## config.mk

```make
export PLATFORM = sky130hd
export DESIGN_NAME = lsu_sram_ctrl
export DESIGN_NICKNAME = d
export VERILOG_FILES = /design/src/rtl/lsu_sram_ctrl.sv
export SDC_FILE = /design/constraint.sdc
export NUM_CORES = 1
export LEC_CHECK = 0
export CORE_ASPECT_RATIO = 0.6
export CORE_MARGIN = 3
export CORE_UTILIZATION = 45
export CTS_BUF_LIST = sky130_fd_sc_hd__clkbuf_4
export DETAILED_ROUTE_END_ITERATION = 6
export PLACE_DENSITY = 0.81
export SLEW_MARGIN = 5
export SYNTH_ARGS = -nofsm -noshare
export SYNTH_HDL_FRONTEND = slang
export SYNTH_SLANG_ARGS = --single-unit
export TNS_END_PERCENT = 5
```

## constraint.sdc

```tcl
create_clock -name clk -period 2.3 [get_ports clk]
set_input_delay 0.46 -clock clk [delete_from_list [all_inputs] [get_ports clk]]
set_output_delay 0.46 -clock clk [all_outputs]
set_load 0.1 [all_outputs]
```

## src/rtl/lsu_sram_ctrl.sv

```systemverilog
// Load/store unit: captures one memory instruction, runs a request/response
// handshake with the data SRAM and returns a one-cycle ack with extended load data.
module lsu_sram_ctrl #(
    parameter int ADDR_W  = 10,
    parameter int TIMEOUT = 16
) (
    input  logic              clk,
    input  logic              rst_n,
    input  logic [31:0]       addr,
    input  logic [31:0]       st_data,
    input  logic              rd_en,
    input  logic              wr_en,
    input  logic [3:0]        bmask,
    input  logic [2:0]        ld_sel,
    output logic              ack,
    output logic [31:0]       ld_data,
    output logic              lsu_err,
    output logic              sram_req,
    output logic              sram_we,
    output logic [ADDR_W-1:0] sram_addr,
    output logic [31:0]       sram_wdata,
    output logic [3:0]        sram_bmask,
    input  logic [31:0]       sram_rdata,
    input  logic              sram_rvalid
);

    localparam int CNT_W = (TIMEOUT > 1) ? $clog2(TIMEOUT) : 1;
    localparam logic [CNT_W-1:0] CNT_LAST = CNT_W'(TIMEOUT - 1);

    localparam logic [2:0] LD_LB  = 3'b000;
    localparam logic [2:0] LD_LH  = 3'b001;
    localparam logic [2:0] LD_LW  = 3'b010;
    localparam logic [2:0] LD_LBU = 3'b011;
    localparam logic [2:0] LD_LHU = 3'b100;

    typedef enum logic [1:0] {
        ST_IDLE = 2'd0,
        ST_REQ  = 2'd1,
        ST_DONE = 2'd2
    } state_t;

    state_t           state_q;
    logic [CNT_W-1:0] cnt_q;
    logic [1:0]       addr_lo_q;
    logic [2:0]       ld_sel_q;
    logic             is_wr_q;

    logic             ack_q;
    logic             lsu_err_q;
    logic [31:0]      ld_data_q;
    logic             sram_req_q;
    logic             sram_we_q;
    logic [ADDR_W-1:0] sram_addr_q;
    logic [31:0]      sram_wdata_q;
    logic [3:0]       sram_bmask_q;

    logic             misaligned;
    logic [3:0]       bmask_shifted;
    logic [31:0]      wdata_shifted;
    logic [31:0]      rword_shifted;
    logic [31:0]      load_ext;
    logic             unused_addr_hi;

    assign unused_addr_hi = ^addr[31:ADDR_W+2];

    // Alignment is judged on the incoming request; stores use bmask, loads use ld_sel.
    always_comb begin
        misaligned = 1'b0;
        if (wr_en) begin
            if (bmask == 4'b0011)
                misaligned = addr[0];
            else if (bmask == 4'b1111)
                misaligned = (addr[1:0] != 2'b00);
        end else begin
            if (ld_sel == LD_LH || ld_sel == LD_LHU)
                misaligned = addr[0];
            else if (ld_sel == LD_LW)
                misaligned = (addr[1:0] != 2'b00);
        end
    end

    assign bmask_shifted = bmask << addr[1:0];
    assign wdata_shifted = st_data << {addr[1:0], 3'b000};
    assign rword_shifted = sram_rdata >> {addr_lo_q, 3'b000};

    always_comb begin
        load_ext = 32'h0;
        case (ld_sel_q)
            LD_LB:   load_ext = {{24{rword_shifted[7]}}, rword_shifted[7:0]};
            LD_LH:   load_ext = {{16{rword_shifted[15]}}, rword_shifted[15:0]};
            LD_LW:   load_ext = rword_shifted;
            LD_LBU:  load_ext = {24'h0, rword_shifted[7:0]};
            LD_LHU:  load_ext = {16'h0, rword_shifted[15:0]};
            default: load_ext = 32'h0;
        endcase
    end

    always_ff @(posedge clk or negedge rst_n) begin
        if (!rst_n) begin
            state_q      <= ST_IDLE;
            cnt_q        <= '0;
            addr_lo_q    <= 2'b00;
            ld_sel_q     <= 3'b000;
            is_wr_q      <= 1'b0;
            ack_q        <= 1'b0;
            lsu_err_q    <= 1'b0;
            ld_data_q    <= 32'h0;
            sram_req_q   <= 1'b0;
            sram_we_q    <= 1'b0;
            sram_addr_q  <= '0;
            sram_wdata_q <= 32'h0;
            sram_bmask_q <= 4'b0000;
        end else begin
            // ack, error and load data are single-cycle pulses
            ack_q     <= 1'b0;
            lsu_err_q <= 1'b0;
            ld_data_q <= 32'h0;
            case (state_q)
                ST_IDLE: begin
                    if (rd_en || wr_en) begin
                        addr_lo_q <= addr[1:0];
                        ld_sel_q  <= ld_sel;
                        is_wr_q   <= wr_en;
                        if (misaligned) begin
                            state_q   <= ST_DONE;
                            ack_q     <= 1'b1;
                            lsu_err_q <= 1'b1;
                        end else begin
                            state_q      <= ST_REQ;
                            cnt_q        <= '0;
                            sram_req_q   <= 1'b1;
                            sram_we_q    <= wr_en;
                            sram_addr_q  <= addr[ADDR_W+1:2];
                            sram_wdata_q <= wdata_shifted;
                            sram_bmask_q <= wr_en ? bmask_shifted : 4'b0000;
                        end
                    end
                end
                ST_REQ: begin
                    if (sram_rvalid) begin
                        state_q      <= ST_DONE;
                        sram_req_q   <= 1'b0;
                        sram_we_q    <= 1'b0;
                        sram_bmask_q <= 4'b0000;
                        ack_q        <= 1'b1;
                        ld_data_q    <= is_wr_q ? 32'h0 : load_ext;
                    end else if (cnt_q == CNT_LAST) begin
                        state_q      <= ST_DONE;
                        sram_req_q   <= 1'b0;
                        sram_we_q    <= 1'b0;
                        sram_bmask_q <= 4'b0000;
                        ack_q        <= 1'b1;
                        lsu_err_q    <= 1'b1;
                    end else if (cnt_q != '1) begin
                        cnt_q <= cnt_q + 1'b1;
                    end
                end
                ST_DONE: begin
                    // Never re-samples rd_en/wr_en: one instruction, one access
                    state_q <= ST_IDLE;
                end
                default: state_q <= ST_IDLE;
            endcase
        end
    end

    assign ack        = ack_q;
    assign lsu_err    = lsu_err_q;
    assign ld_data    = ld_data_q;
    assign sram_req   = sram_req_q;
    assign sram_we    = sram_we_q;
    assign sram_addr  = sram_addr_q;
    assign sram_wdata = sram_wdata_q;
    assign sram_bmask = sram_bmask_q;

endmodule
```

==> run summary, run 1 <==
Counting flops with a built-in enable in the synthesized netlist gives 0. Along the worst path, the maximum fanout reaches 23. The run gives 13.2 mm as the post-detailed-routing wire length. For the worst-skew pair, the clock arrives at the later sink with an insertion delay of 0.45 ns. The tools report the setup TNS after final layout as 0 ns. After Yosys synthesis, and, or, nand and nor cells account for 18.1% of the synthesized area. Total power for the finished layout comes to 9.58 mW. The first-pass GRT wire length was 21.6 mm.

In this run, the number of DRC markers left after iteration 0 of detailed routing was 304. Routability-driven placement finished with a final weighted congestion of 0.887. The die is 84.8 um tall.

The time the final worst path needs with I/O delays and setup works out to 1.98 ns. The run gives 485 as the number of standard cells after synthesis. The leading cell type in the layout, fill and taps excluded was sky130_fd_sc_hd__nand2_1. The total area inside the core boundary comes to 9950 um^2.

The clock-pin slew on the worst setup and hold paths came out at 0.15 ns. The dominant register cell in the synthesized netlist was sky130_fd_sc_hd__dfrtp_1. The transition at the pin with the smallest max-transition slack is 0.535 ns. The number of inserted diodes was 0. The horizontal die dimension is 137 um. The finished cells cover 6490 um^2.

After synthesis, the largest family of logic cells by area is simple AND/OR/NAND/NOR gates. Sorting the synthesized cells by area gives the leading types as sky130_fd_sc_hd__dfrtp_1 (51%), sky130_fd_sc_hd__nand2_1 (10%), sky130_fd_sc_hd__mux2i_1 (7.3%). Number of distinct library cells after synthesis: 45.

The number of iterations in the first detailed-routing pass is 4, and the layout net count is 762. The portion of synthesized area spent on multiplexers is 10.7%. The compound-cell area share of the yosys netlist came out at 15.5%.

The worst hold path belongs to the class reg2reg. Summing over every cut layer, the via total after detailed routing is 4222. For this design, the slowest cell found on the critical path is sky130_fd_sc_hd__dfrtp_1. The most critical setup path has its startpoint at addr_lo_q[0]$_DFFE_PN0P_.

The run gives 0 as the max-capacitance violation count. The tools report the CTS root buffer as sky130_fd_sc_hd__clkbuf_4. The worst register-to-register path begins at addr_lo_q[0]$_DFFE_PN0P_.

Setup repair after global routing left no endpoint under its margin. Final hold violation count: 0. The run finished with clean final reports. Highest attainable clock frequency: 0.504 GHz. After detailed routing, the number of vias per cell comes to 5.32. The power per cell area works out to 1480 nW/um^2. Relative area change from synthesis to final layout: 39.5%. Final period utilization: 86.2%. After clock tree synthesis, the repair step resized 0 gates. Fraction of registers with async set or reset after synthesis: 100%. For this design the top-level I/O count stands at 190. Headroom to the max-slew limit came out at 64.3%. The kind of start point of the critical path is a register. Walking the worst path, the cells encountered are buf_4 -> mux2i_1 -> o2bb2ai_1 -> and2_1 -> o21ai_4 -> buf_12 -> a21oi_1. Counting every net in the synthesized netlist gives 594. The tools report the standard-cell row count as 28. The critical path class is reg2reg.

The share of the synthesized netlist area taken by xor and xnor gates works out to 0.565%. For the placed wire-length estimate, the log shows 10.1 mm. The tools report the critical path endpoint category as a register. The tools report the number of global-route vias before repair as 4157.

The logs give 2 for the maximum clock insertion buffer count and 6320 um^2 for the cell area after placement. The largest total area in the synthesized netlist belongs to sky130_fd_sc_hd__dfrtp_1. After layout, the worst setup slack is 0.317 ns. In this run the most critical hold path is launched from sram_wdata[6]$_DFFE_PN0P_.

The remaining global-route overflow was 0; the peak supply drop was 0.00113 V. For this design the static power due to leakage is 3.11 nW. The average size of a mapped cell is 9.59 um^2. For the final database, setup skew stands at 0.0187 ns. In the routed design, unresolved DRC markers number 0. Kind of cell adding the most delay to the critical path: buffers and inverters. The synthesized netlist occupies a cell area of 4650 um^2. Setup violations remaining at the end of the flow were counted as 0. Area share of the largest cell type after synthesis: 50.6%. The tools report the final-report max-slew violation count as 0. The synthesized design contains 94 register bits. Dividing the detail-routed wire length by the instance count gives 16.7 um.

Counting the buffers created by CTS gives 9. The warning count from the yosys run was 0. Level count of the clock H-tree: 3. For this run, the total global-route usage over all layers was measured as 23.5%.

Leaving out fill and tap cells, the most frequent cells in the layout are sky130_fd_sc_hd__nand2_1 (129), sky130_fd_sc_hd__buf_4 (100), sky130_fd_sc_hd__dfrtp_1 (94), sky130_fd_sc_hd__clkdlybuf4s50_1 (85), sky130_fd_sc_hd__a21oi_1 (42). Leaving out filler cells and counting taps, the final layout contains 793. Once the floorplan was initialized, standard cells occupied 46.8% of the core.

Together, buffers and inverters on the worst path number 2. Arrival time of the worst setup path: 2.29 ns. Fraction of layout instances using a drive strength above 1: 22.0%.

The tools report the worst slack at placement as -0.0611 ns. The detail route stage leaves a number of antenna-violating nets equal to 0. Entering global routing, the biggest net connects 59 pins.

The cell count after placement was 776; the area share of fa/ha/maj cells after synthesis was 0.269%. The tools report the required time at the worst-slack endpoint as 2.61 ns. TritonCTS built the clock tree. The share of the Yosys chip area taken by registers is 50.6%. The delay of the slowest cell on the worst path was 0.48 ns; the initial antenna violation count was 0. During placement, the flow inserted port buffers numbering 169. For the number of sinks handled by clock tree synthesis, the log shows 94. The die covers 11600 um^2.
-- metal layers --
| layer | routed length [um] | track usage [%] |
|---|---|---|
| met1 | 6370 | 36.6 |
| met2 | 5940 | 34.2 |
| met3 | 823 | 4.43 |
| met4 | 92 | 5.07 |
| met5 | 0 | 0 |
-- through the flow --
step                      util [%]  hold slack, ns
after floorplan                  -           0.164
after global placement        63.5           0.445
after detailed placement      63.5           0.455
after CTS                     65.2           0.478
after global routing          65.2           0.492
final                         65.2           0.484
-- kinds of logic (layout without fill, tap and decap cells) --
logic type / count (synthesis) / after routing
multiplexers: 48 / 48
adder cells (fa/ha/maj): 1 / 1
XOR/XNOR: 3 / 3
AO/OA/AOI/OAI: 110 / 110
flip-flops: 94 / 94
buffers and inverters: 36 / 209
AND/OR/NAND/NOR: 193 / 193
-- what timing repair did --
item                                   4_1_cts  5_1_grt
endpoints found under the hold margin       36        0
hold buffers                                 1        0
setup buffers                                0        0
-- power by group --
| group | total (mW) | internal, mW | switching, mW |
|---|---|---|---|
| Combinational | 6.04 | 1.48 | 4.56 |
| Sequential | 2.53 | 2.16 | 0.378 |
| Clock | 1.01 | 0.443 | 0.570 |
-- layout make-up --
| type | instances | area, um^2 |
|---|---|---|
| Tap cell | 135 | 169 |
| Sequential cell | 94 | 2350 |
| Timing Repair Buffer | 191 | 1700 |
| Fill cell | 836 | 3460 |
| Clock buffer | 9 | 67.6 |
| Inverter | 2 | 7.51 |
| Clock inverter | 7 | 96.3 |
| Multi-Input combinational cell | 355 | 2100 |
-- final timing paths --
path                            slack (ns)  cells after the start                        end
worst max-delay path                  0.32                      7      ld_data[21]$_DFF_PN0_
worst min-delay path                  0.48                      2  sram_wdata[6]$_DFFE_PN0P_
worst max register to register        0.32                      7      ld_data[21]$_DFF_PN0_
worst min register to register        0.48                      2  sram_wdata[6]$_DFFE_PN0P_
max in group asynchronous             1.12                      3   sram_addr[7]$_DFFE_PN0P_
min in group asynchronous             0.50                      2      ld_data[25]$_DFF_PN0_
-- synthesized netlist by cell type (2+ instances only) --
master	n
sky130_fd_sc_hd__clkbuf_1	10
sky130_fd_sc_hd__o21ai_4	2
sky130_fd_sc_hd__a21oi_1	42
sky130_fd_sc_hd__nand3_1	15
sky130_fd_sc_hd__buf_4	2
sky130_fd_sc_hd__xor2_1	3
sky130_fd_sc_hd__dfrtp_1	94
sky130_fd_sc_hd__a211oi_1	17
sky130_fd_sc_hd__o21ai_0	22
sky130_fd_sc_hd__mux2i_1	34
sky130_fd_sc_hd__nor2b_1	13
sky130_fd_sc_hd__buf_1	2
sky130_fd_sc_hd__nor2_1	23
sky130_fd_sc_hd__a21o_1	4
sky130_fd_sc_hd__buf_2	14
sky130_fd_sc_hd__buf_6	5
sky130_fd_sc_hd__nand2_1	129
sky130_fd_sc_hd__o21a_1	2
sky130_fd_sc_hd__o31ai_1	8
sky130_fd_sc_hd__o22ai_1	2
sky130_fd_sc_hd__a22o_1	3
sky130_fd_sc_hd__o2bb2ai_1	2
sky130_fd_sc_hd__inv_1	2
sky130_fd_sc_hd__mux2_2	14
-- registers in the layout, summed over array words and instances (netlist names) --
signal,cells
lsu_err,1
sram_wdata,32
sram_bmask,4
addr_lo_q,2
sram_addr,10
sram_we,1
cnt_q,4
ack,1
state_q,2
sram_req,1
ld_data,32
ld_sel_q,3
is_wr_q,1
-- worst register-to-register path, stage by stage (launching register included) --
cell	delay, ns
sky130_fd_sc_hd__dfrtp_1	0.48
sky130_fd_sc_hd__buf_4	0.37
sky130_fd_sc_hd__mux2i_1	0.23
sky130_fd_sc_hd__o2bb2ai_1	0.13
sky130_fd_sc_hd__and2_1	0.22
sky130_fd_sc_hd__o21ai_4	0.17
sky130_fd_sc_hd__buf_12	0.16
sky130_fd_sc_hd__a21oi_1	0.09
(Power assumes the default switching activity.)
==> run 2, diff against run 1 <==
--- a/config.mk
+++ b/config.mk
@@ -7,10 +7,12 @@
 export LEC_CHECK = 0
 export CORE_ASPECT_RATIO = 0.6
 export CORE_MARGIN = 3
-export CORE_UTILIZATION = 45
+export CORE_UTILIZATION = 60
 export CTS_BUF_LIST = sky130_fd_sc_hd__clkbuf_4
 export DETAILED_ROUTE_END_ITERATION = 6
-export PLACE_DENSITY = 0.81
+export DONT_BUFFER_PORTS = 1
+export PLACE_DENSITY = 0.74
+export SKIP_CTS_REPAIR_TIMING = 1
 export SLEW_MARGIN = 5
 export SYNTH_ARGS = -nofsm -noshare
 export SYNTH_HDL_FRONTEND = slang
==> run summary, run 2 (synthesis results as in run 1) <==
For the peak supply drop, the log shows 0.00141 V (+25%). In the layout the commonest cells are sky130_fd_sc_hd__nand2_1 (129), sky130_fd_sc_hd__dfrtp_1 (94), sky130_fd_sc_hd__buf_4 (90), sky130_fd_sc_hd__a21oi_1 (42), sky130_fd_sc_hd__mux2i_1 (34). On the critical path, the stage with the largest delay is an instance of sky130_fd_sc_hd__dfrtp_1.

The number of clock buffers inserted by TritonCTS is 9 (unchanged), and the maximum clock insertion buffer count is 2 (unchanged). The final reports fail on hold timing. The tightest hold margin is -0.321 ns (-0.805 ns), and the standard cell core area is 7390 um^2 (-26%). The transition at the pin with the smallest max-transition slack works out to 0.909 ns (+0.375 ns).

TritonCTS built the clock tree. For the remaining global-route overflow, the log shows 0 (unchanged). The tools report the max-capacitance violation count as 0 (unchanged).

The critical path is of the reg2reg type. The count of unresolved DRC violations after routing was 0 (unchanged); the final hold violation count was 94 (+94). The tools report the placer congestion estimate as 0.855 (-3.6%). The logs give 2.37 ns (+0.08 ns) for the arrival time of the worst setup path and 8.76 mm (-13%) for the placed wire-length estimate.

The worst hold path belongs to the class in2async. Top fanout value on the critical path: 24 (+4.3%). For the residual antenna-violating net count after detailed routing, the log shows 0 (unchanged). Via count of the routed design: 3815 (-9.6%).

For the top-level port count, the log shows 190 (unchanged). The run gives 3524 (-15%) as the number of global-route vias before repair. The tools report the layout net count as 661 (-13%). The logs give 26.8% (+3.3 points) for the combined global-route utilization of all metal layers and 417 (+37%) for the first-iteration detailed-routing DRC count. The routed length per instance was 17.9 um (+7.2%).

The standard-cell row count is 24 (-14%). The delay of the slowest cell on the worst path works out to 0.48 ns (about the same). The pin count of the biggest net entering global routing was 95 (+61%). The number of sinks handled by clock tree synthesis was 94 (unchanged); the highest attainable clock frequency was 0.489 GHz (-3.0%). For the static leakage, the log shows 2.67 nW (-14%). The final-report max-slew violation count was 0 (unchanged); the final period utilization was 88.9% (+2.7 points). The time the final worst path needs with I/O delays and setup works out to 2.04 ns (+0.0621 ns).

The run gives 63.0% (+16 points) as the initial cell density of the core. The horizontal die dimension was 120 um (-13%). Initial antenna violation count: 0 (unchanged).

The run gives 39.4% (-25 points) as the remaining max-slew budget at the tightest pin. The tools report the post-layout instance area as 5410 um^2 (-17%). The tools report the kind of start point of the critical path as a register.

The worst setup path is captured at a register. Required time at the worst-slack endpoint: 2.62 ns (about the same). The tools report the CTS root buffer as sky130_fd_sc_hd__clkbuf_4.

The worst clock skew came out at 0.0165 ns (-0.00220 ns). Walking the worst path, the cells encountered are buf_4 -> nor2b_1 -> o2bb2ai_1 -> and2_1 -> o21ai_4 -> a21oi_1. The power per cell area is 1680 nW/um^2 (+14%), and the number of iterations in the first detailed-routing pass is 5 (+1). The cell area after placement came out at 5270 um^2 (-17%). The flow ran to the end, but the final reports show violations.

Area enclosed by the die boundary: 8880 um^2 (-24%). The final design utilization was 73.2% (+8.0 points); the number of buffer cells added on primary ports was 0 (-100%). The level count of the clock H-tree was 3 (unchanged). For the total power of the final layout, the log shows 9.10 mW (-5.0%). The floorplan die height works out to 74.2 um (-12%). The clock-pin slew on the worst setup and hold paths was 0.14 ns (about the same); the clock latency on the worst-skew pair was 0.46 ns (about the same). The library cell used most frequently in the layout, excluding fill and tap cells, is sky130_fd_sc_hd__nand2_1.

The fraction of layout instances using a drive strength above 1 came out at 23.5% (+1.5 points). Setup repair after global routing left no endpoint under its margin. The relative area change from synthesis to final layout was 16.3%; the final setup violation count was 0 (unchanged). The setup TNS after final layout was 0 ns (unchanged); the first-pass GRT wire length was 18.3 mm (-15%). The vias per cell was 5.77 (+8.4%).

The number of inserted diodes was 0 (unchanged); the post-detailed-routing wire length was 11.8 mm (-11%).
## run 2: cell count changes in the layout (fill, tap and decap cells not counted)
| cell | before | now |
|---|---|---|
| sky130_fd_sc_hd__clkinv_1 | 1 | 0 |
| sky130_fd_sc_hd__clkinvlp_4 | 2 | 4 |
| sky130_fd_sc_hd__clkbuf_4 | 9 | 11 |
| sky130_fd_sc_hd__buf_2 | 1 | 0 |
| sky130_fd_sc_hd__bufinv_16 | 2 | 1 |
| sky130_fd_sc_hd__dlygate4sd3_1 | 1 | 0 |
| sky130_fd_sc_hd__buf_4 | 100 | 90 |
| sky130_fd_sc_hd__inv_6 | 1 | 0 |
| sky130_fd_sc_hd__clkinv_4 | 1 | 0 |
| sky130_fd_sc_hd__clkdlybuf4s50_1 | 85 | 0 |
| sky130_fd_sc_hd__buf_12 | 4 | 0 |
## run 2: final timing paths
check                                              start                    endpoint  slack, ns  cells past startpoint
worst max-delay path            addr_lo_q[0]$_DFFE_PN0P_       ld_data[18]$_DFF_PN0_       0.26                      6
worst min-delay path                               rst_n   sram_wdata[1]$_DFFE_PN0P_      -0.32                      0
worst max register to register  addr_lo_q[0]$_DFFE_PN0P_       ld_data[18]$_DFF_PN0_       0.26                      6
worst min register to register  sram_addr[9]$_DFFE_PN0P_    sram_addr[9]$_DFFE_PN0P_       0.49                      2
max in group asynchronous                          rst_n    sram_addr[9]$_DFFE_PN0P_       2.49                      0
min in group clk                                 addr[1]  sram_wdata[14]$_DFFE_PN0P_       0.08                      1
## run 2: critical path: cells and delay by family (launching register included)
family | cells | cell delay (ns)
AO/OA/AOI/OAI | 3 | 0.70
buffers and inverters | 1 | 0.37
AND/OR/NAND/NOR | 2 | 0.33
flip-flops | 1 | 0.48
## run 2: layout make-up
cell class,count,area (um^2)
inverters,2,7.51
flip-flops and latches,94,2350
well taps,104,130
clock inverters,5,60.1
clock buffers,11,82.6
repair buffers,90,676
fillers,575,1980
multi-input cells,355,2100
## run 2: where the power goes
group / switching (mW) / internal [mW]
registers: 0.335 / 2.15
logic: 4.46 / 1.25
clock network: 0.550 / 0.355
## run 2: per-layer routing
layer	vias to the layer above	routed length (um)	GRT usage, %
met5	-	0	0
met4	0	159	7.87
met3	16	1140	10.3
met2	169	5270	38.3
met1	1825	5250	38.5
li1	1805	-	-
## run 2: through the flow
stage	std cells	setup slack [ns]
CTS	661	0.278
finish	661	0.255
global route	661	0.126
global placement	645	0.373
detailed placement	645	0.295
floorplan	485	0.564
